[config.mk]
export PLATFORM = sky130hd
export DESIGN_NAME = logicnet_input_quantizer
export DESIGN_NICKNAME = d
export VERILOG_FILES = /design/src/rtl/logicnet_input_quantizer.sv
export SDC_FILE = /design/constraint.sdc
export NUM_CORES = 1
export LEC_CHECK = 0
export ABC_CLOCK_PERIOD_IN_PS = 5750
export CORE_UTILIZATION = 40
export CTS_CLUSTER_SIZE = 16
export DETAILED_ROUTE_END_ITERATION = 16
export GPL_ROUTABILITY_DRIVEN = 0
export PLACE_DENSITY = 0.65
export SLEW_MARGIN = 20
export SYNTH_ARGS = -nofsm -noshare
export SYNTH_HDL_FRONTEND = slang
export SYNTH_SLANG_ARGS = --single-unit
export TNS_END_PERCENT = 100
[constraint.sdc]
create_clock -name i_clk -period 5.75 [get_ports i_clk]
set_input_delay 0.575 -clock i_clk [delete_from_list [all_inputs] [get_ports i_clk]]
set_output_delay 0.575 -clock i_clk [all_outputs]
set_load 0.01 [all_outputs]
[src/rtl/logicnet_input_quantizer.sv]
// Streaming 2-bit feature quantizer and sample packer for LogicNet layer 0, double-buffered.
// Optional LOGICNET_QUANT_STATS_EN adds a 32-bit output handshake counter (o_sample_count).
module logicnet_input_quantizer #(
   parameter int NUM_FEATURES = 16,
   parameter int FEAT_WIDTH   = 16,
   localparam int AW = $clog2(3*NUM_FEATURES),
   localparam int IW = (NUM_FEATURES > 1) ? $clog2(NUM_FEATURES) : 1
) (
   input  logic                      i_clk,
   input  logic                      i_rst,
   input  logic                      i_in_valid,
   output logic                      o_in_ready,
   input  logic [FEAT_WIDTH-1:0]     i_in_data,
   input  logic                      i_in_last,
   input  logic                      i_cfg_we,
   input  logic [AW-1:0]             i_cfg_addr,
   input  logic [FEAT_WIDTH-1:0]     i_cfg_data,
   output logic                      o_out_valid,
   input  logic                      i_out_ready,
   output logic [2*NUM_FEATURES-1:0] o_out_data,
`ifdef LOGICNET_QUANT_STATS_EN
   output logic [31:0]               o_sample_count,
`endif
   output logic                      o_err_len
);

   typedef enum logic [1:0] {S_COLLECT, S_HOLD, S_STALL} state_t;

   state_t                         r_state, w_state_nxt;
   logic [IW-1:0]                  r_idx;
   logic [NUM_FEATURES-1:0][1:0]   r_coll, r_out, w_vec;
   logic [FEAT_WIDTH-1:0]          r_thr [NUM_FEATURES][3];
   logic                           r_err;
   logic [2:0]                     w_ge;
   logic [1:0]                     w_code;
   logic                           w_beat, w_at_end, w_done, w_abort, w_take;
   logic                           w_load_new, w_load_pend;

   assign o_in_ready  = (r_state != S_STALL);
   assign o_out_valid = (r_state != S_COLLECT);
   assign o_out_data  = r_out;
   assign o_err_len   = r_err;

   assign w_beat   = i_in_valid & o_in_ready;
   assign w_at_end = (r_idx == IW'(NUM_FEATURES-1));
   assign w_done   = w_beat & w_at_end;
   assign w_abort  = w_beat & i_in_last & ~w_at_end;
   assign w_take   = o_out_valid & i_out_ready;

   // Registered thresholds are read here, so a same-cycle write lands after this beat.
   always_comb begin
      for (int k = 0; k < 3; k++)
         w_ge[k] = (i_in_data >= r_thr[r_idx][k]);
      w_code = 2'(w_ge[0]) + 2'(w_ge[1]) + 2'(w_ge[2]);
      w_vec = r_coll;
      w_vec[r_idx] = w_code;
   end

   always_ff @(posedge i_clk) begin
      for (int i = 0; i < NUM_FEATURES; i++)
         for (int k = 0; k < 3; k++)
            if (i_rst)
               r_thr[i][k] <= FEAT_WIDTH'((k+1) << (FEAT_WIDTH-2));
            else if (i_cfg_we && i_cfg_addr == AW'(3*i+k))
               r_thr[i][k] <= i_cfg_data;
   end

   always_comb begin
      w_state_nxt = r_state;
      w_load_new  = 1'b0;
      w_load_pend = 1'b0;
      case (r_state)
         S_COLLECT: if (w_done) begin
            w_state_nxt = S_HOLD;
            w_load_new  = 1'b1;
         end
         S_HOLD: begin
            if (w_done && w_take)  w_load_new  = 1'b1;
            else if (w_done)       w_state_nxt = S_STALL;
            else if (w_take)       w_state_nxt = S_COLLECT;
         end
         S_STALL: if (w_take) begin
            w_state_nxt = S_HOLD;
            w_load_pend = 1'b1;
         end
         default: w_state_nxt = S_COLLECT;
      endcase
   end

   // In STALL the completed sample simply stays in r_coll until the output frees up.
   always_ff @(posedge i_clk) begin
      if (i_rst) begin
         r_state <= S_COLLECT;
         r_idx   <= '0;
         r_coll  <= '0;
         r_out   <= '0;
         r_err   <= 1'b0;
      end else begin
         r_state <= w_state_nxt;
         if (w_beat) begin
            r_coll <= w_vec;
            r_idx  <= (w_done || w_abort) ? '0 : r_idx + IW'(1);
         end
         if (w_load_new)       r_out <= w_vec;
         else if (w_load_pend) r_out <= r_coll;
         if ((w_done && !i_in_last) || w_abort) r_err <= 1'b1;
      end
   end

`ifdef LOGICNET_QUANT_STATS_EN
   logic [31:0] r_cnt;
   always_ff @(posedge i_clk) begin
      if (i_rst)       r_cnt <= '0;
      else if (w_take) r_cnt <= r_cnt + 32'd1;
   end
   assign o_sample_count = r_cnt;
`endif

endmodule

**Word level (Yosys, flattened, before mapping)**

Memories as Yosys holds them, arrays and structs flattened. A register that Yosys moved wholly into a read port is not among the register bits.
Cells that the tools add are included.

- $mul: 0
- Reduce and logical (&&, ||, !) cells: 59
- Bitwise gates (word level): 54
- Divide/modulo/power cells: 0
- Shifts and indexed selects: 0
- Magnitude comparators: 5
- Add/sub/neg operators: 3
- Equal/unequal tests: 55
- Muxes and demuxes: 213

Operators by type and width:

| cell | number |
|---|---|
| 16-bit 2-to-1 mux | 48 |
| 1-bit 2-to-1 mux | 150 |
| 6-bit by 5-bit == test with 1-bit output (second input constant) | 16 |
| 6-bit == test (second input constant) | 16 |
| 32-bit 2-to-1 mux | 2 |
| 1-bit logical AND | 51 |
| 6-bit by 4-bit == test with 1-bit output (second input constant) | 8 |
| 16-bit >= comparator | 3 |
| 1-bit bitwise OR | 48 |
| 32-bit bitwise mux | 1 |
| 6-bit by 3-bit == test with 1-bit output (second input constant) | 4 |
| 6-bit by 2-bit == test with 1-bit output (second input constant) | 2 |
| 2-bit 2-to-1 mux | 6 |
| 4-bit 2-to-1 mux | 3 |
| 2-bit demux with 4-bit select | 1 |
| 2-bit != test (second input constant) | 4 |
| 6-bit by 1-bit == test with 1-bit output (second input constant) | 1 |
| 6-bit logical NOT | 1 |
| 2-bit case mux with 3 select lines | 1 |
| 1-bit bitwise AND | 5 |
| 4-bit by 5-bit less-than comparator with 1-bit output (second input constant) | 1 |
| 4-bit by 1-bit adder with 4-bit output (second input constant) | 1 |
| 4-bit == test (second input constant) | 1 |
| 4-bit by 1-bit >= comparator with 1-bit output (second input constant) | 1 |
| 12 further kinds | 14 |

- ROM bits: 0
- Memories kept: 1
- Word-level logic and storage cells: 425
- Memory bits (writable): 768
- Output and inout bits: 35
- Input bits: 44
- Flip-flop bits (word level): 71
- Bits in latches: 0

Memories:

| memory | words | width | read ports | clocked after Yosys merged registers in | write ports | RTL line | RTL |
|---|---|---|---|---|---|---|---|
| r_thr | 16 | 48 | 1 | 1 | 16 | 32 | `logic [FEAT_WIDTH-1:0] r_thr [NUM_FEATURES][3];` |

**Logic depth before layout (Yosys ltp)**

- Depth in word-level cells: 8
- Mapped depth: 19
- Depth with buffers taken out: 14

**Worst setup path after synthesis**

OpenSTA, ideal clock, no wires.

- Path kind: reg-to-reg
- Start: reg with a tool-made name
- End: reg r_out (netlist bit o_out_data[10])
- Period minus slack after synthesis: 4454 ps
- Setup time: 64 ps
- Cell stages (with the launch flop): 19
- Path buffers: 5
- Arrival: 4390 ps
- Path slack: 1296 ps
- Path through: dfxtp_1 clkbuf_1 buf_2 buf_2 mux4_2 mux4_2 inv_1 ha_1 a21oi_1 nor2_1 a211oi_1 a21oi_1 a211o_1 fa_1 clkbuf_1 clkbuf_1 mux2i_1 mux2_4 nor2_2

RTL lines:

| element | RTL line | RTL |
|---|---|---|
| to (signal assigned) | 104 | `if (w_load_new) r_out <= w_vec;` |
| to (signal assigned) | 105 | `else if (w_load_pend) r_out <= r_coll;` |
| to (decl) | 31 | `logic [NUM_FEATURES-1:0][1:0] r_coll, r_out, w_vec;` |

==> results.json <==
{
  "outcome": "completed",
  "r2r_slack_ps": 500,
  "cp_max_fo": 18,
  "num_vias": 22888,
  "firstDrtPassIters": 5,
  "cts_buffer_depth": 3,
  "rows": 114,
  "synth_seq_cells": 843,
  "timing.rr.end": "o_out_data[1]",
  "htreeDepth": 3,
  "final_cell_mix": "edfxtp_1 (768), and2_1 (706), mux4_2 (240), nor2_1 (133), clkbuf_16 (94)",
  "crit_type": "reg -> reg",
  "cts_tree": "done",
  "synthFlopType": "edfxtp_1",
  "post_cts_buffers": 0,
  "yosys-top-cells-area": "edfxtp_1 (58%), mux4_2 (14%), and2_1 (11%)",
  "fmax_ghz": 0.1906,
  "rsz0062_at_grt": "false",
  "clock_latency_ps": 650,
  "crit_buf_inv": 3,
  "p_leak_nw": 15.29,
  "arrival_ps": 5760,
  "seqCellArea_um2": 24580,
  "fin_ws_ps": 504.5,
  "hold_viol": 0,
  "fin_nets": 2767,
  "io_buffers": 78,
  "fin_worst_skew_ps": 22.21,
  "drcViolationCount": 0,
  "numClockSinks": 843,
  "ys_types": 56,
  "p_per_area_nw_per_um2": 311.5,
  "crit_path_max_incr_delay_ps": 730,
  "final.setup.tns_ps": 0,
  "postCtsHoldBufs": 0,
  "crit_family": "multiplexers",
  "clk_pin_slew_worst_paths_ps": 60,
  "finalSetupViolCount": 0,
  "syn_avg_cell_area_um2": 14.84,
  "min_period_over_period_pct": 91.23,
  "die_area_um2": 99920,
  "avgRoutedWirePerCell_um": 26.88,
  "layout_commonest_cell": "edfxtp_1",
  "start_util_pct": 40.57,
  "ant_nets": 0,
  "synth_top_cell_area_share_pct": 58.44,
  "synthArstFlopShare_pct": 0,
  "yosysSeqAreaShare_pct": 62.24,
  "grt_pass1_vias": 22753,
  "drt_iter0_drc": 2977,
  "syn_inst": 2660,
  "crit_cells": 16,
  "slew_violations": 0,
  "tightest_slew_ps": 1178,
  "cp_slowest_cell": "fa_1",
  "start_kind": "flip-flop",
  "grt_pass1_wl_um": 156200,
  "synth.largest_area_cell": "edfxtp_1",
  "hpwl_um": 67780,
  "drive_gt1_share_pct": 18.26,
  "crit_top_cell": "nor2_1",
  "max_slew_margin_pct": 21.20,
  "routed_wl_um": 108200,
  "end_kind": "flip-flop",
  "grtUsageTotal_pct": 21.72,
  "required_ps": 6260,
  "area_growth_pct": 12.78,
  "syn-cell-area_um2": 39470,
  "n_fill_cell": 8330,
  "hold_path.startpoint": "r_coll[31]",
  "die_h_um": 316.1,
  "ir_drop_v": 0.0002438,
  "worst_r2r_path_depth": 16,
  "ctsRootBufferMaster": "clkbuf_16",
  "multiInputGateArea_um2": 13820,
  "core-area_um2": 97280,
  "cts_resized": 0,
  "grt_overflow": 0,
  "cts_buffers": 91,
  "ys_warn_count": 0,
  "pre_cts_slack_ps": 482.8,
  "synth_fp_nets": 2757,
  "grt_max_degree": 102,
  "die-width_um": 316.1,
  "hp-class": "reg -> reg",
  "period_needed_ps": 5245,
  "path_cells": "buf_12 -> buf_4 -> mux4_2 -> mux4_2 -> inv_1 -> ha_1 -> a21oi_1 -> nor2_1 -> a211oi_1 -> o211ai_1 -> a211o_1 -> fa_1 -> mux2i_1 -> nor2_1 -> a221oi_1 -> nor2_1",
  "cap_violations": 0,
  "synth_edf_count": 768,
  "via_per_inst": 5.688,
  "antenna_found_initial": 9,
  "worstHoldPathCells": 2,
  "ioPinCount": 79,
  "min_to": "r_coll[31]"
}
-- sequential cells by signal, indices dropped and copies added (netlist names), named ones only --
name,count
r_thr,768
o_err_len,1
r_idx,4
r_coll,32
r_state,2
o_out_data,32
-- worst min-delay path: cells and delay by family, from the launching register on --
family	cells	cell delay, ps
AO/OA/AOI/OAI	2	120
flip-flops	1	300
-- logic make-up after synthesis --
kind of cell    count (synthesis)  synth area share (%)
buf+inv                       285                 2.869
fa+ha+maj                      53                 1.699
mux                           303                 15.41
flops                         843                 62.24
compound gates                148                 2.606
xor+xnor                        1               0.02220
simple gates                 1027                 15.15
-- stage by stage --
stage | cell area (µm²) | hold WS (ps) | utilization, % | total power, W | cells
after floorplan | 39470 | 454.3 | - | 0.007791 | 2660
after global placement | 41500 | 454.0 | 42.66 | 0.008213 | 3851
after detailed placement | 41530 | 470.8 | 42.69 | 0.008251 | 3851
after CTS | 44430 | 479.5 | 45.67 | 0.01393 | 4017
after global routing | 44500 | 515.5 | 45.74 | 0.01426 | 4019
final | 44510 | 476.3 | 45.75 | 0.01387 | 4024
-- synthesized netlist by cell type (11+ instances only) --
master / count
a21oi_1: 33
mux2_2: 13
inv_1: 49
nor3_1: 11
ha_1: 52
dfxtp_1: 75
mux2i_1: 39
clkbuf_1: 188
or3_1: 65
o21bai_1: 15
and2_1: 706
buf_1: 17
a211oi_1: 31
a21o_1: 37
mux4_2: 240
nor2_1: 146
buf_2: 23
edfxtp_1: 768
nand2_1: 35
-- final cells by class --
| type | instances | share of cell area [%] |
|---|---|---|
| Inverter | 50 | 0.4217 |
| Antenna cell | 5 | 0.02811 |
| Clock inverter | 47 | 0.9698 |
| Multi-Input combinational cell | 1532 | 31.05 |
| Clock buffer | 119 | 5.544 |
| Sequential cell | 843 | 55.22 |
| Timing Repair Buffer | 152 | 3.188 |
| Tap cell | 1276 | 3.587 |
-- power by group --
part	switching, W	internal (W)	total (W)
combinational	0.000652	0.000392	0.00104
clock	0.00244	0.00330	0.00574
sequential	0.000101	0.00698	0.00709
-- routing by layer --
metal  global-route usage (%)  routed length, µm  vias to the layer above
met4                    6.675               2898                       18
li1                         -                  -                     9840
met2                    33.74              49970                     1077
met1                    29.69              43900                    11764
met5                        0                166                        -
met3                    6.017              11250                      189
-- worst max-delay path by stage --
stage	start	endpoint	slack [ps]
4_1_cts	flip-flop	o_out_data[1]	460
3_3_place_gp	flip-flop	o_out_data[1]	580
3_5_place_dp	flip-flop	o_out_data[1]	480
2_1_floorplan	flip-flop	o_out_data[10]	1300
5_1_grt	flip-flop	o_out_data[1]	270
6_report	flip-flop	o_out_data[1]	500
Note: power is estimated with default switching activity, not from simulation.
